$ cat src/rtl/box_overlay_if.sv
// Video-path and button bundle between the timing source and the box overlay engine.
// Latency: none, this is plain wiring.
// Backpressure: none; pixels stream at one per clock with no ready signal.
interface box_overlay_if #(
    parameter int COORD_W = 10
);
    logic [COORD_W-1:0] x;
    logic [COORD_W-1:0] y;
    logic               blanking_in;
    logic               hsync_in;
    logic               vsync_in;
    logic               btn_right;
    logic               btn_left;
    logic               btn_up;
    logic               btn_down;
    logic               btn_sel;
    logic [7:0]         red;
    logic [7:0]         green;
    logic [7:0]         blue;
    logic               blanking_out;
    logic               hsync_out;
    logic               vsync_out;
    logic [2:0]         sel_idx;

    // Video source and buttons side.
    modport master (
        output x, y, blanking_in, hsync_in, vsync_in,
        output btn_right, btn_left, btn_up, btn_down, btn_sel,
        input  red, green, blue, blanking_out, hsync_out, vsync_out, sel_idx
    );

    // Overlay engine side.
    modport slave (
        input  x, y, blanking_in, hsync_in, vsync_in,
        input  btn_right, btn_left, btn_up, btn_down, btn_sel,
        output red, green, blue, blanking_out, hsync_out, vsync_out, sel_idx
    );
endinterface

$ cat src/rtl/box_overlay.sv
// Multi-box overlay: NUM_BOXES movable rectangles drawn over a flat background.
// Latency: 2 clk from x/y/blanking/sync to RGB and delayed syncs.
// Backpressure: none; one pixel per clock, always accepted.
module box_overlay #(
    parameter int                      NUM_BOXES = 4,
    parameter int                      COORD_W   = 10,
    parameter int                      H_ACTIVE  = 640,
    parameter int                      V_ACTIVE  = 480,
    parameter int                      BOX_W     = 100,
    parameter int                      BOX_H     = 100,
    parameter int                      STEP      = 1,
    parameter int                      INIT_X    = 20,
    parameter int                      INIT_Y    = 100,
    parameter int                      SPACING   = 150,
    parameter logic [24*NUM_BOXES-1:0] PALETTE   = 96'hFF7F00_00FF00_0000FF_FFFF00,
    parameter logic [23:0]             BG_COLOR  = 24'h505050
) (
    input  logic         clk,
    input  logic         rst,
    box_overlay_if.slave bus
);
    localparam logic [COORD_W:0] STEP_W = (COORD_W+1)'(STEP);
    localparam logic [COORD_W:0] X_MAX  = (COORD_W+1)'(H_ACTIVE - BOX_W);
    localparam logic [COORD_W:0] Y_MAX  = (COORD_W+1)'(V_ACTIVE - BOX_H);
    localparam logic [COORD_W:0] BW     = (COORD_W+1)'(BOX_W);
    localparam logic [COORD_W:0] BH     = (COORD_W+1)'(BOX_H);
    localparam logic [COORD_W:0] BW_M1  = (COORD_W+1)'(BOX_W - 1);
    localparam logic [COORD_W:0] BH_M1  = (COORD_W+1)'(BOX_H - 1);

    // Button bit order: {sel, down, up, left, right}.
    logic [4:0]         btn_raw;
    logic [4:0]         btn_s1_q;
    logic [4:0]         btn_s2_q;
    logic               vs_prev_q;
    logic               vs_armed_q;
    logic               frame_tick;

    logic [COORD_W-1:0] bx_q [NUM_BOXES];
    logic [COORD_W-1:0] bx_d [NUM_BOXES];
    logic [COORD_W-1:0] by_q [NUM_BOXES];
    logic [COORD_W-1:0] by_d [NUM_BOXES];
    logic [2:0]         sel_q, sel_d;
    logic               sel_prev_q, sel_prev_d;
    logic [COORD_W:0]   cx, cy, nx, ny;

    logic [NUM_BOXES-1:0] hit_d, hit_q, edge_d, edge_q;
    logic               blank1_q, hs1_q, vs1_q;
    logic [23:0]        rgb_d, rgb_q;
    logic               blank2_q, hs2_q, vs2_q;

    assign btn_raw = {bus.btn_sel, bus.btn_down, bus.btn_up, bus.btn_left, bus.btn_right};

    // A tick needs vsync to have been seen low since reset, so a release
    // during vsync waits for the next genuine rising edge.
    assign frame_tick = bus.vsync_in & ~vs_prev_q & vs_armed_q;

    function automatic logic in_span(input logic [COORD_W-1:0] p,
                                     input logic [COORD_W-1:0] s,
                                     input logic [COORD_W:0]   len);
        return ({1'b0, p} >= {1'b0, s}) && ({1'b0, p} < ({1'b0, s} + len));
    endfunction

    function automatic logic on_border(input logic [COORD_W-1:0] p,
                                       input logic [COORD_W-1:0] s,
                                       input logic [COORD_W:0]   len_m1);
        return (p == s) || ({1'b0, p} == ({1'b0, s} + len_m1));
    endfunction

    // Two-flop button synchroniser plus vsync edge history.
    always_ff @(posedge clk or negedge rst) begin
        if (!rst) begin
            btn_s1_q   <= '0;
            btn_s2_q   <= '0;
            vs_prev_q  <= 1'b0;
            vs_armed_q <= 1'b0;
        end else begin
            btn_s1_q   <= btn_raw;
            btn_s2_q   <= btn_s1_q;
            vs_prev_q  <= bus.vsync_in;
            vs_armed_q <= vs_armed_q | ~bus.vsync_in;
        end
    end

    // Per-frame move of the selected box (right > left > up > down) and selection advance.
    always_comb begin
        bx_d       = bx_q;
        by_d       = by_q;
        sel_d      = sel_q;
        sel_prev_d = sel_prev_q;
        cx         = '0;
        cy         = '0;
        nx         = '0;
        ny         = '0;
        if (frame_tick) begin
            for (int i = 0; i < NUM_BOXES; i++) begin
                if (sel_q == 3'(i)) begin
                    cx = {1'b0, bx_q[i]};
                    cy = {1'b0, by_q[i]};
                    if (btn_s2_q[0]) begin
                        nx = cx + STEP_W;
                        if (nx > X_MAX) nx = X_MAX;
                        bx_d[i] = nx[COORD_W-1:0];
                    end else if (btn_s2_q[1]) begin
                        nx = (cx < STEP_W) ? '0 : cx - STEP_W;
                        bx_d[i] = nx[COORD_W-1:0];
                    end else if (btn_s2_q[2]) begin
                        ny = (cy < STEP_W) ? '0 : cy - STEP_W;
                        by_d[i] = ny[COORD_W-1:0];
                    end else if (btn_s2_q[3]) begin
                        ny = cy + STEP_W;
                        if (ny > Y_MAX) ny = Y_MAX;
                        by_d[i] = ny[COORD_W-1:0];
                    end
                end
            end
            // Move above used the old index; the new one applies from the next tick.
            sel_prev_d = btn_s2_q[4];
            if (btn_s2_q[4] && !sel_prev_q)
                sel_d = (sel_q == 3'(NUM_BOXES - 1)) ? 3'd0 : sel_q + 3'd1;
        end
    end

    // Box positions and selection state.
    always_ff @(posedge clk or negedge rst) begin
        if (!rst) begin
            for (int i = 0; i < NUM_BOXES; i++) begin
                bx_q[i] <= COORD_W'(INIT_X + i * SPACING);
                by_q[i] <= COORD_W'(INIT_Y);
            end
            sel_q      <= 3'd0;
            sel_prev_q <= 1'b0;
        end else begin
            bx_q       <= bx_d;
            by_q       <= by_d;
            sel_q      <= sel_d;
            sel_prev_q <= sel_prev_d;
        end
    end

    // Per-box coverage and border flags for the incoming pixel.
    always_comb begin
        hit_d  = '0;
        edge_d = '0;
        for (int i = 0; i < NUM_BOXES; i++) begin
            hit_d[i]  = in_span(bus.x, bx_q[i], BW) && in_span(bus.y, by_q[i], BH);
            edge_d[i] = hit_d[i] && (on_border(bus.x, bx_q[i], BW_M1) ||
                                     on_border(bus.y, by_q[i], BH_M1));
        end
    end

    // Stage 1: flags and syncs.
    always_ff @(posedge clk or negedge rst) begin
        if (!rst) begin
            hit_q    <= '0;
            edge_q   <= '0;
            blank1_q <= 1'b1;
            hs1_q    <= 1'b0;
            vs1_q    <= 1'b0;
        end else begin
            hit_q    <= hit_d;
            edge_q   <= edge_d;
            blank1_q <= bus.blanking_in;
            hs1_q    <= bus.hsync_in;
            vs1_q    <= bus.vsync_in;
        end
    end

    // Colour resolve: scan from the top index down so the lowest covering box wins.
    always_comb begin
        rgb_d = BG_COLOR;
        for (int i = NUM_BOXES - 1; i >= 0; i--) begin
            if (hit_q[i])
                rgb_d = (edge_q[i] && (sel_q == 3'(i))) ? 24'hFFFFFF : PALETTE[24*i +: 24];
        end
        if (blank1_q) rgb_d = '0;
    end

    // Stage 2: colour and aligned syncs.
    always_ff @(posedge clk or negedge rst) begin
        if (!rst) begin
            rgb_q    <= '0;
            blank2_q <= 1'b1;
            hs2_q    <= 1'b0;
            vs2_q    <= 1'b0;
        end else begin
            rgb_q    <= rgb_d;
            blank2_q <= blank1_q;
            hs2_q    <= hs1_q;
            vs2_q    <= vs1_q;
        end
    end

    assign bus.red          = rgb_q[23:16];
    assign bus.green        = rgb_q[15:8];
    assign bus.blue         = rgb_q[7:0];
    assign bus.blanking_out = blank2_q;
    assign bus.hsync_out    = hs2_q;
    assign bus.vsync_out    = vs2_q;
    assign bus.sel_idx      = sel_q;
endmodule

$ cat src/flat_wrapper.sv
// flat-port wrapper written by rule: the top's interface ports become plain ports
module box_overlay_flat 
#(
    parameter int                      NUM_BOXES = 4,
    parameter int                      COORD_W   = 10,
    parameter int                      H_ACTIVE  = 640,
    parameter int                      V_ACTIVE  = 480,
    parameter int                      BOX_W     = 100,
    parameter int                      BOX_H     = 100,
    parameter int                      STEP      = 1,
    parameter int                      INIT_X    = 20,
    parameter int                      INIT_Y    = 100,
    parameter int                      SPACING   = 150,
    parameter logic [24*NUM_BOXES-1:0] PALETTE   = 96'hFF7F00_00FF00_0000FF_FFFF00,
    parameter logic [23:0]             BG_COLOR  = 24'h505050
)
  (clk, rst, bus_x, bus_y, bus_blanking_in, bus_hsync_in, bus_vsync_in, bus_btn_right, bus_btn_left, bus_btn_up, bus_btn_down, bus_btn_sel, bus_red, bus_green, bus_blue, bus_blanking_out, bus_hsync_out, bus_vsync_out, bus_sel_idx);
  box_overlay_if #(.COORD_W(COORD_W)) bus_i ();
  input  logic clk;
  input  logic rst;
  input wire logic [$bits(bus_i.x)-1:0] bus_x;
  input wire logic [$bits(bus_i.y)-1:0] bus_y;
  input wire logic [$bits(bus_i.blanking_in)-1:0] bus_blanking_in;
  input wire logic [$bits(bus_i.hsync_in)-1:0] bus_hsync_in;
  input wire logic [$bits(bus_i.vsync_in)-1:0] bus_vsync_in;
  input wire logic [$bits(bus_i.btn_right)-1:0] bus_btn_right;
  input wire logic [$bits(bus_i.btn_left)-1:0] bus_btn_left;
  input wire logic [$bits(bus_i.btn_up)-1:0] bus_btn_up;
  input wire logic [$bits(bus_i.btn_down)-1:0] bus_btn_down;
  input wire logic [$bits(bus_i.btn_sel)-1:0] bus_btn_sel;
  output wire logic [$bits(bus_i.red)-1:0] bus_red;
  output wire logic [$bits(bus_i.green)-1:0] bus_green;
  output wire logic [$bits(bus_i.blue)-1:0] bus_blue;
  output wire logic [$bits(bus_i.blanking_out)-1:0] bus_blanking_out;
  output wire logic [$bits(bus_i.hsync_out)-1:0] bus_hsync_out;
  output wire logic [$bits(bus_i.vsync_out)-1:0] bus_vsync_out;
  output wire logic [$bits(bus_i.sel_idx)-1:0] bus_sel_idx;
  assign bus_i.x = bus_x;
  assign bus_i.y = bus_y;
  assign bus_i.blanking_in = bus_blanking_in;
  assign bus_i.hsync_in = bus_hsync_in;
  assign bus_i.vsync_in = bus_vsync_in;
  assign bus_i.btn_right = bus_btn_right;
  assign bus_i.btn_left = bus_btn_left;
  assign bus_i.btn_up = bus_btn_up;
  assign bus_i.btn_down = bus_btn_down;
  assign bus_i.btn_sel = bus_btn_sel;
  assign bus_red = bus_i.red;
  assign bus_green = bus_i.green;
  assign bus_blue = bus_i.blue;
  assign bus_blanking_out = bus_i.blanking_out;
  assign bus_hsync_out = bus_i.hsync_out;
  assign bus_vsync_out = bus_i.vsync_out;
  assign bus_sel_idx = bus_i.sel_idx;
  box_overlay #(.NUM_BOXES(NUM_BOXES), .COORD_W(COORD_W), .H_ACTIVE(H_ACTIVE), .V_ACTIVE(V_ACTIVE), .BOX_W(BOX_W), .BOX_H(BOX_H), .STEP(STEP), .INIT_X(INIT_X), .INIT_Y(INIT_Y), .SPACING(SPACING), .PALETTE(PALETTE), .BG_COLOR(BG_COLOR)) u_core (.clk(clk), .rst(rst), .bus(bus_i));
endmodule
$ cat config.mk
export PLATFORM = sky130hd
export DESIGN_NAME = box_overlay_flat
export DESIGN_NICKNAME = d
export VERILOG_FILES = /design/src/rtl/box_overlay_if.sv /design/src/rtl/box_overlay.sv /design/src/flat_wrapper.sv
export SDC_FILE = /design/constraint.sdc
export NUM_CORES = 1
export LEC_CHECK = 0
export CORE_MARGIN = 10
export CORE_UTILIZATION = 40
export DETAILED_ROUTE_END_ITERATION = 6
export PLACE_DENSITY = 0.62
export REMOVE_ABC_BUFFERS = 1
export SLEW_MARGIN = 5
export SYNTH_ARGS = -nofsm -noshare
export SYNTH_HDL_FRONTEND = slang
export SYNTH_SLANG_ARGS = --single-unit
$ cat constraint.sdc
create_clock -name clk -period 2.31 [get_ports clk]
set_input_delay 0.462 -clock clk [delete_from_list [all_inputs] [get_ports clk]]
set_output_delay 0.462 -clock clk [all_outputs]
set_load 0.02 [all_outputs]
# After elaboration in Yosys (flattened, before gate mapping)
# Index checks and enable logic that the tools add are counted.
# word_totals
output_inout_bits	30
register_bits	133
ram_bits	0
romBits	0
latchBits	0
n_memories	0
# op_classes
muxes	42
mul	0
add_sub_neg	33
magnitude_cmp	32
eq_ne	19
n_div	0
shifts	0
bitwise_logic	7
reduce_logical	46
# ops
cell	n
$mux W10	32
$add A10 B7 Y11 const B	16
$mux W24	7
$add A10 B1 Y11 const B	8
$eq A10 B11 Y1	8
$lt A10 B11 Y1	8
$eq A10 B10 Y1	8
$ge A10 B10 Y1	8
$lt A10 B1 Y1 const B	8
$sub A10 B1 Y10 const B	8
$gt A11 B10 Y1 const B	4
$gt A11 B9 Y1 const B	4
$logic_and A1 B1 Y1	21
$reduce_and A5 Y1	4
$mux W16	1
$logic_or A1 B1 Y1	12
$reduce_and A3 Y1	4
$mux W8	1
$eq A3 B2 Y1 const B	2
$not A1 Y1	4
$reduce_bool A2 Y1	2
$add A3 B1 Y3 const B	1
$eq A3 B1 Y1 const B	1
$logic_not A3 Y1	1
other kinds (5)	6

# Logic depth before layout (Yosys ltp)
# Gate-level depths: netlist of the first run.
# logic_depth
depth_word	8
depth_mapped	14
ltp_nobuf	13

# Worst setup path before layout of the first run
# No wires, ideal clock.
# synth_timing
path_kind	reg-to-reg
startpoint	reg u_core.bx_q[25] in the netlist's numbering
endpoint	reg u_core.edge_q[1]
slack_ns	-0.169
path_buffers	1
stages_incl_launch_ff	12
arrival_ns	2.412
setup_ns	0.067
path_cell_list	dfstp_2 > clkbuf_1 > nor2_1 > nand2_1 > nand2_1 > xnor2_1 > ha_1 > a2111o_1 > o21ai_0 > nor2_1 > o31ai_1 > o2111a_1
# synth_between
elab_chain_len	5
elab_cells_between_ends	11
# synth_lines
element	line	rtl
start, declared	box_overlay.sv:38	logic [COORD_W-1:0] bx_q [NUM_BOXES];
start signal, assigned by index	box_overlay.sv:127	bx_q[i] <= COORD_W'(INIT_X + i * SPACING);
$add A10 B7 Y11 (on tied branches)	box_overlay.sv:60, box_overlay.sv:66	
$lt A10 B11 Y1 / $eq A10 B11 Y1 (equally long branches)	box_overlay.sv:60, box_overlay.sv:66	
$logic_and A1 B1 Y1 / $logic_or A1 B1 Y1 (equally long branches)	box_overlay.sv:60, box_overlay.sv:66	
$logic_and A1 B1 Y1 / $logic_or A1 B1 Y1 (equally long branches)	box_overlay.sv:145, box_overlay.sv:146	
$logic_and A1 B1 Y1 (*)	box_overlay.sv:146	edge_d[i] = hit_d[i] && (on_border(bus.x, bx_q[i], BW_M1) ||
via u_core.edge_d[1]	box_overlay.sv:46	logic [NUM_BOXES-1:0] hit_d, hit_q, edge_d, edge_q;
end signal, assigned	box_overlay.sv:161	edge_q <= edge_d;
end, declared	box_overlay.sv:46	
# Mark *: on every way through the listed nets, which the timed path passes. The rest lies on a longest branch.
# A chain may end at the register's enable or synchronous reset.

# Final worst setup path of the first run
# layout_timing
startpoint	reg u_core.by_q[22] in the netlist's numbering
endpoint	reg u_core.by_q[25] in the netlist's numbering
# layout_between
elab_chain_len	5
elab_cells_between_ends	8
# layout_lines
element	line	rtl
start, declared	box_overlay.sv:40	logic [COORD_W-1:0] by_q [NUM_BOXES];
start signal, assigned by index	box_overlay.sv:128	by_q[i] <= COORD_W'(INIT_Y);
start signal, assigned	box_overlay.sv:134	by_q <= by_d;
$add A10 B1 Y11	box_overlay.sv:110	ny = cy + STEP_W;
$gt A11 B9 Y1	box_overlay.sv:111	if (ny > Y_MAX) ny = Y_MAX;
$mux W10	box_overlay.sv:111	
$mux W10	box_overlay.sv:109	end else if (btn_s2_q[3]) begin
$mux W10 (*)	box_overlay.sv:106	end else if (btn_s2_q[2]) begin
# Every way passes the cells marked *; elsewhere a longest branch is shown, timed or not. The select of a mux whose other input is x is not followed.

==> results of run 1 <==
-- power breakdown --
group	switching, W	internal [W]
Clock	0.00102	0.00170
Sequential	0.000672	0.00260
Combinational	0.00727	0.00659
-- flip-flops by register name, indices dropped and copies added, names as in the netlist --
register and cells:
u_core.blank1_q 1, u_core.btn_s1_q 5, u_core.btn_s2_q 5, u_core.bus.blanking_out 1, u_core.bus.hsync_out 1, u_core.bus.sel_idx 3
u_core.bus.vsync_out 1, u_core.bx_q 40, u_core.by_q 40, u_core.edge_q 4, u_core.hit_q 4, u_core.hs1_q 1
u_core.rgb_q 7, u_core.sel_prev_q 1, u_core.vs_armed_q 1, u_core.vs_prev_q 1
-- placed cells by master (no fill, tap or decap), drive strengths merged, types with 32 or more instances in the layout --
| cell type | n |
|---|---|
| a31oi | 32 |
| xor2 | 37 |
| nor3 | 58 |
| inv | 110 |
| xnor2 | 137 |
| ha | 180 |
| a21oi | 166 |
| nand4 | 40 |
| nor2 | 148 |
| buf | 480 |
| clkdlybuf4s50 | 58 |
| o21ai | 141 |
| dfrtp | 88 |
| nand3 | 71 |
| nand2 | 155 |
-- area by class of cell --
cell class                 count  area (um2)
clock buffer                  27         503
sequential                   116        2950
multi-input combinational   1610       12500
fill                        3337       15800
inverter                     111         417
clock inverter                 5        75.1
tap                          511         639
timing repair buffer         540        4510
antenna                        1        2.50
-- through the flow --
step / setup slack, ns / setup TNS (ns) / total power (W) / utilization, % / hold slack (ns)
floorplan: -0.390 / -13.43 / 0.00991 / - / 0.166
global placement: -0.823 / -11.13 / 0.0146 / 51.0 / 0.333
detailed placement: -0.843 / -12.98 / 0.0149 / 51.0 / 0.335
CTS: -0.166 / -1.29 / 0.0185 / 54.7 / 0.343
global route: -0.294 / -6.72 / 0.0213 / 57.7 / 0.346
finish: -0.210 / -2.89 / 0.0199 / 57.7 / 0.339
-- final timing paths --
path	endpoint	slack, ns
max in group asynchronous	u_core.by_q[2]$_DFFE_PN1P_	1.16
setup reg to reg	u_core.by_q[25]$_DFFE_PN1P_	-0.21
setup / recovery	u_core.by_q[25]$_DFFE_PN1P_	-0.21
hold reg to reg	u_core.btn_s2_q[0]$_DFF_PN0_	0.34
min in group asynchronous	u_core.bx_q[15]$_DFFE_PN0P_	0.49
hold / removal	u_core.btn_s2_q[0]$_DFF_PN0_	0.34
-- worst max-delay path: stages (launching register included) --
cell      delay (ns)
dfstp_2         0.64
ha_4            0.21
buf_6           0.10
buf_4           0.10
nor4bb_1        0.05
nor3_2          0.26
a211oi_4        0.09
or4_4           0.48
buf_4           0.17
nand2_4         0.06
o21ai_2         0.06
a32o_1          0.22
-- cell families after synthesis --
group,Yosys count,share of synthesized area [%]
adders and majority gates,180,14.9
DFF,116,19.4
buffers and inverters,249,7.08
and+or+nand+nor,653,22.3
muxes,25,1.78
xor gates and xnor gates,174,10.1
AOI/OAI and AO/OA,578,24.6
-- per-layer routing --
layer	global-route usage, %	vias to the layer above
met3	3.40	115
li1	-	8077
met2	38.7	596
met5	0	-
met4	7.97	0
met1	28.0	8365
-- what timing repair did --
item | CTS | global route
resized for setup | 144 | 209
setup buffers | 22 | 31
pin swaps | 66 | 79
endpoints found under the setup margin | 50 | 72
hold buffers | 1 | 0
hold endpoints to repair | 25 | 0
==> key figures, run 1 <==
Critical path
  – Max Fanout on Critical Path: 5
  – Critical Path Sink Type: flip-flop
  – CP startpoint: u_core.by_q[22]$_DFFE_PN1P_
  – CP Class: flip-flop to flip-flop
  – Critical R2R Launch: u_core.by_q[22]$_DFFE_PN1P_
  – Crit path arrival time: 2.90 ns
  – R2r worst-path depth: 11
  – Worst setup SP type: flip-flop
  – Data required, critical path: 2.69 ns

CTS
  – Total CTS buffers: 17
  – CTS tree: built
  – Skew-Pair Late Insertion Delay: 0.45 ns
  – Clock Sinks: 116
  – H-tree depth: 4
  – CTS root buf: clkbuf_16
  – Clk buf depth: 2
  – Worst-path clk slew: 0.06 ns

Synth
  – Post-Syn Area: 15200 um2
  – FFs w/ async S/R, synth: 100%
  – Post-synthesis cell count: 1975
  – Leading area contributor after synthesis: ha_1
  – Synth top area share: 14.9%
  – EDFF count, synth: 0
  – Count leader, synth: ha_1
  – Cell variety after synth: 93
  – FF+latch count, synth: 116
  – Ys Warns: 0
  – Most used DFF post-synth: dfrtp_1
  – Top post-synthesis cells by count: 180 x ha_1, 165 x a21oi_1, 155 x nand2_1, 148 x nor2_1, 137 x xnor2_1
  – Post-Syn Area per Cell: 7.68 um2
  – Largest cells by area after synthesis: ha_1 15%, dfrtp_1 15%, xnor2_1 7.9%
  – Sequential-to-total area share from yosys stat: 19.4%

Detailed routing
  – WL met3: 2.96 mm
  – Initial DRC Count: 1271
  – Vias post-DR: 17200
  – Remaining DRCs: 0
  – Metal2 WL: 26.7 mm
  – Wirelength, routed: 54.9 mm
  – M1 WL: 23.8 mm
  – Vias/cell: 5.87
  – First drt pass iteration count: 6
  – DR top layer: met4
  – DRT antenna net count: 0
  – Routed WL per cell: 18.8 um

Die
  – Die area: 46100 um2
  – Die Height: 215 um
  – Rows: 71
  – Num ports: 60
  – Die Wd: 215 um
  – Core ar.: 37500 um2
  – Initial Util: 40.4%

STA
  – Slew Limit Headroom: 62.1%
  – Final Hold Viols: 0
  – Max Clock Freq: 397 MHz
  – Worst Clk Skew: 0.0118 ns
  – Fin crit share: 109%
  – Final setup violating endpoints: 32
  – Worst slew pin tran: 0.564 ns
  – RSZ-0062 raised after global routing: yes
  – Final Slew Violations: 0
  – Crit path time final: 2.52 ns
  – Worst Slack Setup Final: -0.210 ns

Layout
  – Area delta synth->final: 42.8%
  – Final Non-Filler Cells: 2921
  – Final instance area: 21600 um2
  – Nets: 2606
  – Proportion of layout cells with a drive suffix above 1: 33.0%

Power
  – Leakage power: 9.18 nW
  – Power per cell area: 918 nW/um2
  – VDD IR max: 0.665 mV

GRT
  – GRT Util Overall: 22.5%
  – Initial antenna violation count: 0
  – Vias in the first global route: 16800
  – Largest net degree at the start of global routing: 47
  – First-pass GRT wire length: 86.6 mm
  – GRT Residual Overflow: 0

Placed design
  – Dpl cells: 2838
  – IO Port Bufs: 59
  – Dpl hpwl: 41.0 mm
  – Placer congestion estimate: 0.922
  – Dpl cell area: 19100 um2

Run status
  – Status: finished with violations
  – Violated checks: negative setup slack

Run
  – Max-cap violations: 0

Min path
  – Cells on Worst Hold Path: 0
  – Min-delay src: u_core.btn_s1_q[0]$_DFF_PN0_
  – Class of the worst hold path: flip-flop to flip-flop
Power figures use the tool's default switching activity.
==> run 2: changes to the inputs <==
- REMOVE_ABC_BUFFERS: 1 -> default
==> run 2 against run 1 <==
The flow still finishes with violations (negative setup slack). Utilization up 1.2 points. Maximum frequency down 1.7%. Design area up 2.1%. Critical path depth down 2. Sequential share of layout area down 0.27 points. Global-route usage up 0.44 points. Die area unchanged. Clock skew up 0.0020 ns. First-iteration DRC count down 9.3%. Wire length up 1.7%. Via count about the same. Clock power up 12%. Critical path type unchanged. Critical endpoint is now u_core.by_q[23]$_DFFE_PN0P_. Largest power group unchanged.
==> key figures, run 2 (synthesis results as in run 1) <==
Detailed routing
  – Wirelength, routed: 55.8 mm (+1.7%)
  – Vias post-DR: 17100 (-0.087%)
  – Vias/cell: 5.81 (-1.1%)
  – Initial DRC Count: 1153 (-9.3%)
  – First drt pass iteration count: 6 (unchanged)
  – Routed WL per cell: 18.9 um (+0.59%)
  – Remaining DRCs: 0 (unchanged)
  – DRT antenna net count: 0 (unchanged)

Critical path
  – Worst setup SP type: flip-flop
  – CP startpoint: u_core.by_q[22]$_DFFE_PN1P_
  – Critical R2R Launch: u_core.by_q[22]$_DFFE_PN1P_
  – Critical Path Sink Type: flip-flop
  – Max Fanout on Critical Path: 4 (-1)
  – Reg-to-reg slack, setup: -0.25 ns (-0.04 ns)
  – CP Class: flip-flop to flip-flop
  – Crit path arrival time: 2.91 ns (about the same)
  – RR Endpoint: u_core.by_q[23]$_DFFE_PN0P_
  – R2r worst-path depth: 9 (-2)
  – Data required, critical path: 2.66 ns (-0.03 ns)

Die
  – Die Height: 215 um (unchanged)
  – Num ports: 60 (unchanged)
  – Core ar.: 37500 um2 (unchanged)
  – Initial Util: 40.4% (unchanged)
  – Rows: 71 (unchanged)
  – Die Wd: 215 um (unchanged)
  – Die area: 46100 um2 (unchanged)

Min path
  – Class of the worst hold path: flip-flop to flip-flop
  – Cells on Worst Hold Path: 0 (unchanged)
  – Min-delay src: u_core.btn_s1_q[1]$_DFF_PN0_
  – WHS Endpoint: u_core.btn_s2_q[1]$_DFF_PN0_

GRT
  – GRT Residual Overflow: 0 (unchanged)
  – Vias in the first global route: 17200 (+1.8%)
  – GRT Util Overall: 22.9% (+0.44 points)
  – First-pass GRT wire length: 87.5 mm (+1.1%)
  – Largest net degree at the start of global routing: 64 (+36%)
  – Initial antenna violation count: 0 (unchanged)

Synth
  – Post-Syn Nets: 2185

STA
  – Worst slew pin tran: 0.530 ns (-0.0335 ns)
  – Crit path time final: 2.56 ns (+0.0431 ns)
  – RSZ-0062 raised after global routing: yes
  – Final Slew Violations: 0 (unchanged)
  – Slew Limit Headroom: 64.6% (+2.5 points)
  – Final Hold Viols: 0 (unchanged)
  – Worst Clk Skew: 0.0139 ns (+0.00205 ns)
  – Worst Slack Setup Final: -0.253 ns (-0.0431 ns)
  – Fin crit share: 111% (+1.9 points)
  – Setup tns final: -3.56 ns (-0.677 ns)
  – Final setup violating endpoints: 28 (-13%)
  – Max Clock Freq: 390 MHz (-1.7%)

Run
  – Max-cap violations: 0 (unchanged)

Power
  – Sw Ratio: 44.5% (-0.62 points)
  – VDD IR max: 0.751 mV (+13%)
  – Power per cell area: 925 nW/um2 (+0.83%)
  – Combinational Power Share: 68.8% (-1.0 points)
  – Clock Power Share: 15.0% (+1.3 points)
  – Internal power: 0.0113 W (+4.1%)
  – Leakage power: 9.36 nW (+2.1%)
  – Switching Power: 0.00910 W (+1.6%)
  – Sequential power share: 16.2% (-0.3 points)

Placed design
  – Dpl hpwl: 42.0 mm (+2.6%)
  – IO Port Bufs: 59 (unchanged)
  – Dpl cell area: 19400 um2 (+1.3%)
  – Placer congestion estimate: 0.951 (+3.1%)

CTS
  – Skew-Pair Late Insertion Delay: 0.46 ns (about the same)
  – CTS root buf: clkbuf_16
  – CTS tree: built
  – Clock Sinks: 116 (unchanged)
  – Clk buf depth: 2 (unchanged)
  – Total CTS buffers: 17 (unchanged)
  – H-tree depth: 4 (unchanged)
  – Worst-path clk slew: 0.06 ns (about the same)

Layout
  – Commonest non-fill, non-tap cells in the layout: 460 x buf_4, 154 x ha_1, 147 x a21oi_1
  – Final instance area: 22100 um2 (+2.1%)
  – Fin util: 59.0% (+1.2 points)
  – ANT cells: 0 (-1)
  – Nets: 2638 (+1.2%)
  – Area delta synth->final: 45.8%
  – Commonest non-fill, non-tap cell in the layout: buf_4
  – Proportion of layout cells with a drive suffix above 1: 34.8% (+1.8 points)
  – Largest regs: u_core.bx_q x40, u_core.by_q x40, u_core.rgb_q x7

Run status
  – Status: finished with violations
  – Violated checks: negative setup slack
==> run 2: worst max-delay path, stage by stage (launching register included) <==
cell	delay, ns
dfstp_2	0.61
buf_12	0.13
nand3_4	0.09
buf_6	0.13
nor4_4	0.31
mux2i_1	0.14
or4_4	0.62
nand3_4	0.14
a21oi_2	0.06
a211o_1	0.22
==> run 2: how the worst max path moves through the flow <==
stage | endpoint | slack, ns | cells after the start
floorplan | u_core.by_q[27]$_DFFE_PN0P_ | -0.03 | 9
global route | u_core.by_q[27]$_DFFE_PN0P_ | -0.34 | 9
finish | u_core.by_q[23]$_DFFE_PN0P_ | -0.25 | 9
CTS | u_core.edge_q[3]$_DFF_PN0_ | -0.19 | 12
detailed placement | u_core.hit_q[1]$_DFF_PN0_ | -0.44 | 10
global placement | u_core.hit_q[1]$_DFF_PN0_ | -0.44 | 10
==> run 2: power groups by stage <==
stage,logic [W],clock network [W],registers [W]
3_3_place_gp,0.0117,0,0.00322
2_1_floorplan,0.00736,0,0.00310
3_5_place_dp,0.0119,0,0.00323
5_1_grt,0.0153,0.00320,0.00340
4_1_cts,0.0127,0.00311,0.00325
6_report,0.0141,0.00306,0.00331
==> run 2: what timing repair did <==
| item | in CTS | in global routing |
|---|---|---|
| pin swaps | 71 | 97 |
| setup buffers | 28 | 34 |
| resized for setup | 145 | 212 |
| endpoints found under the setup margin | 58 | 74 |
| hold buffers | 1 | 0 |
| cloned | 0 | 0 |
| hold endpoints to repair | 33 | 0 |
==> run 2: area by class of cell <==
type                       count  area [um2]
clock buffer                  20         457
clock inverter                12         201
fill                        3306       15400
inverter                     111         432
multi-input combinational   1610       12700
sequential                   116        2950
tap                          511         639
timing repair buffer         572        4750
==> run 2: layer usage <==
| metal | global-route usage, % | part of all wire [%] |
|---|---|---|
| met1 | 27.4 | 41 |
| met2 | 40.1 | 50 |
| met3 | 3.31 | 5.0 |
| met4 | 9.95 | 3.9 |
| met5 | 0 | 0 |
==> run 2: stage by stage <==
stage	std cells	hold WS [ns]	setup WS, ns	power (W)
floorplan	1975	0.166	-0.0277	0.0105
global placement	2861	0.334	-0.437	0.0149
detailed placement	2861	0.335	-0.437	0.0152
CTS	2921	0.349	-0.190	0.0191
global route	2952	0.355	-0.337	0.0219
finish	2952	0.347	-0.253	0.0204
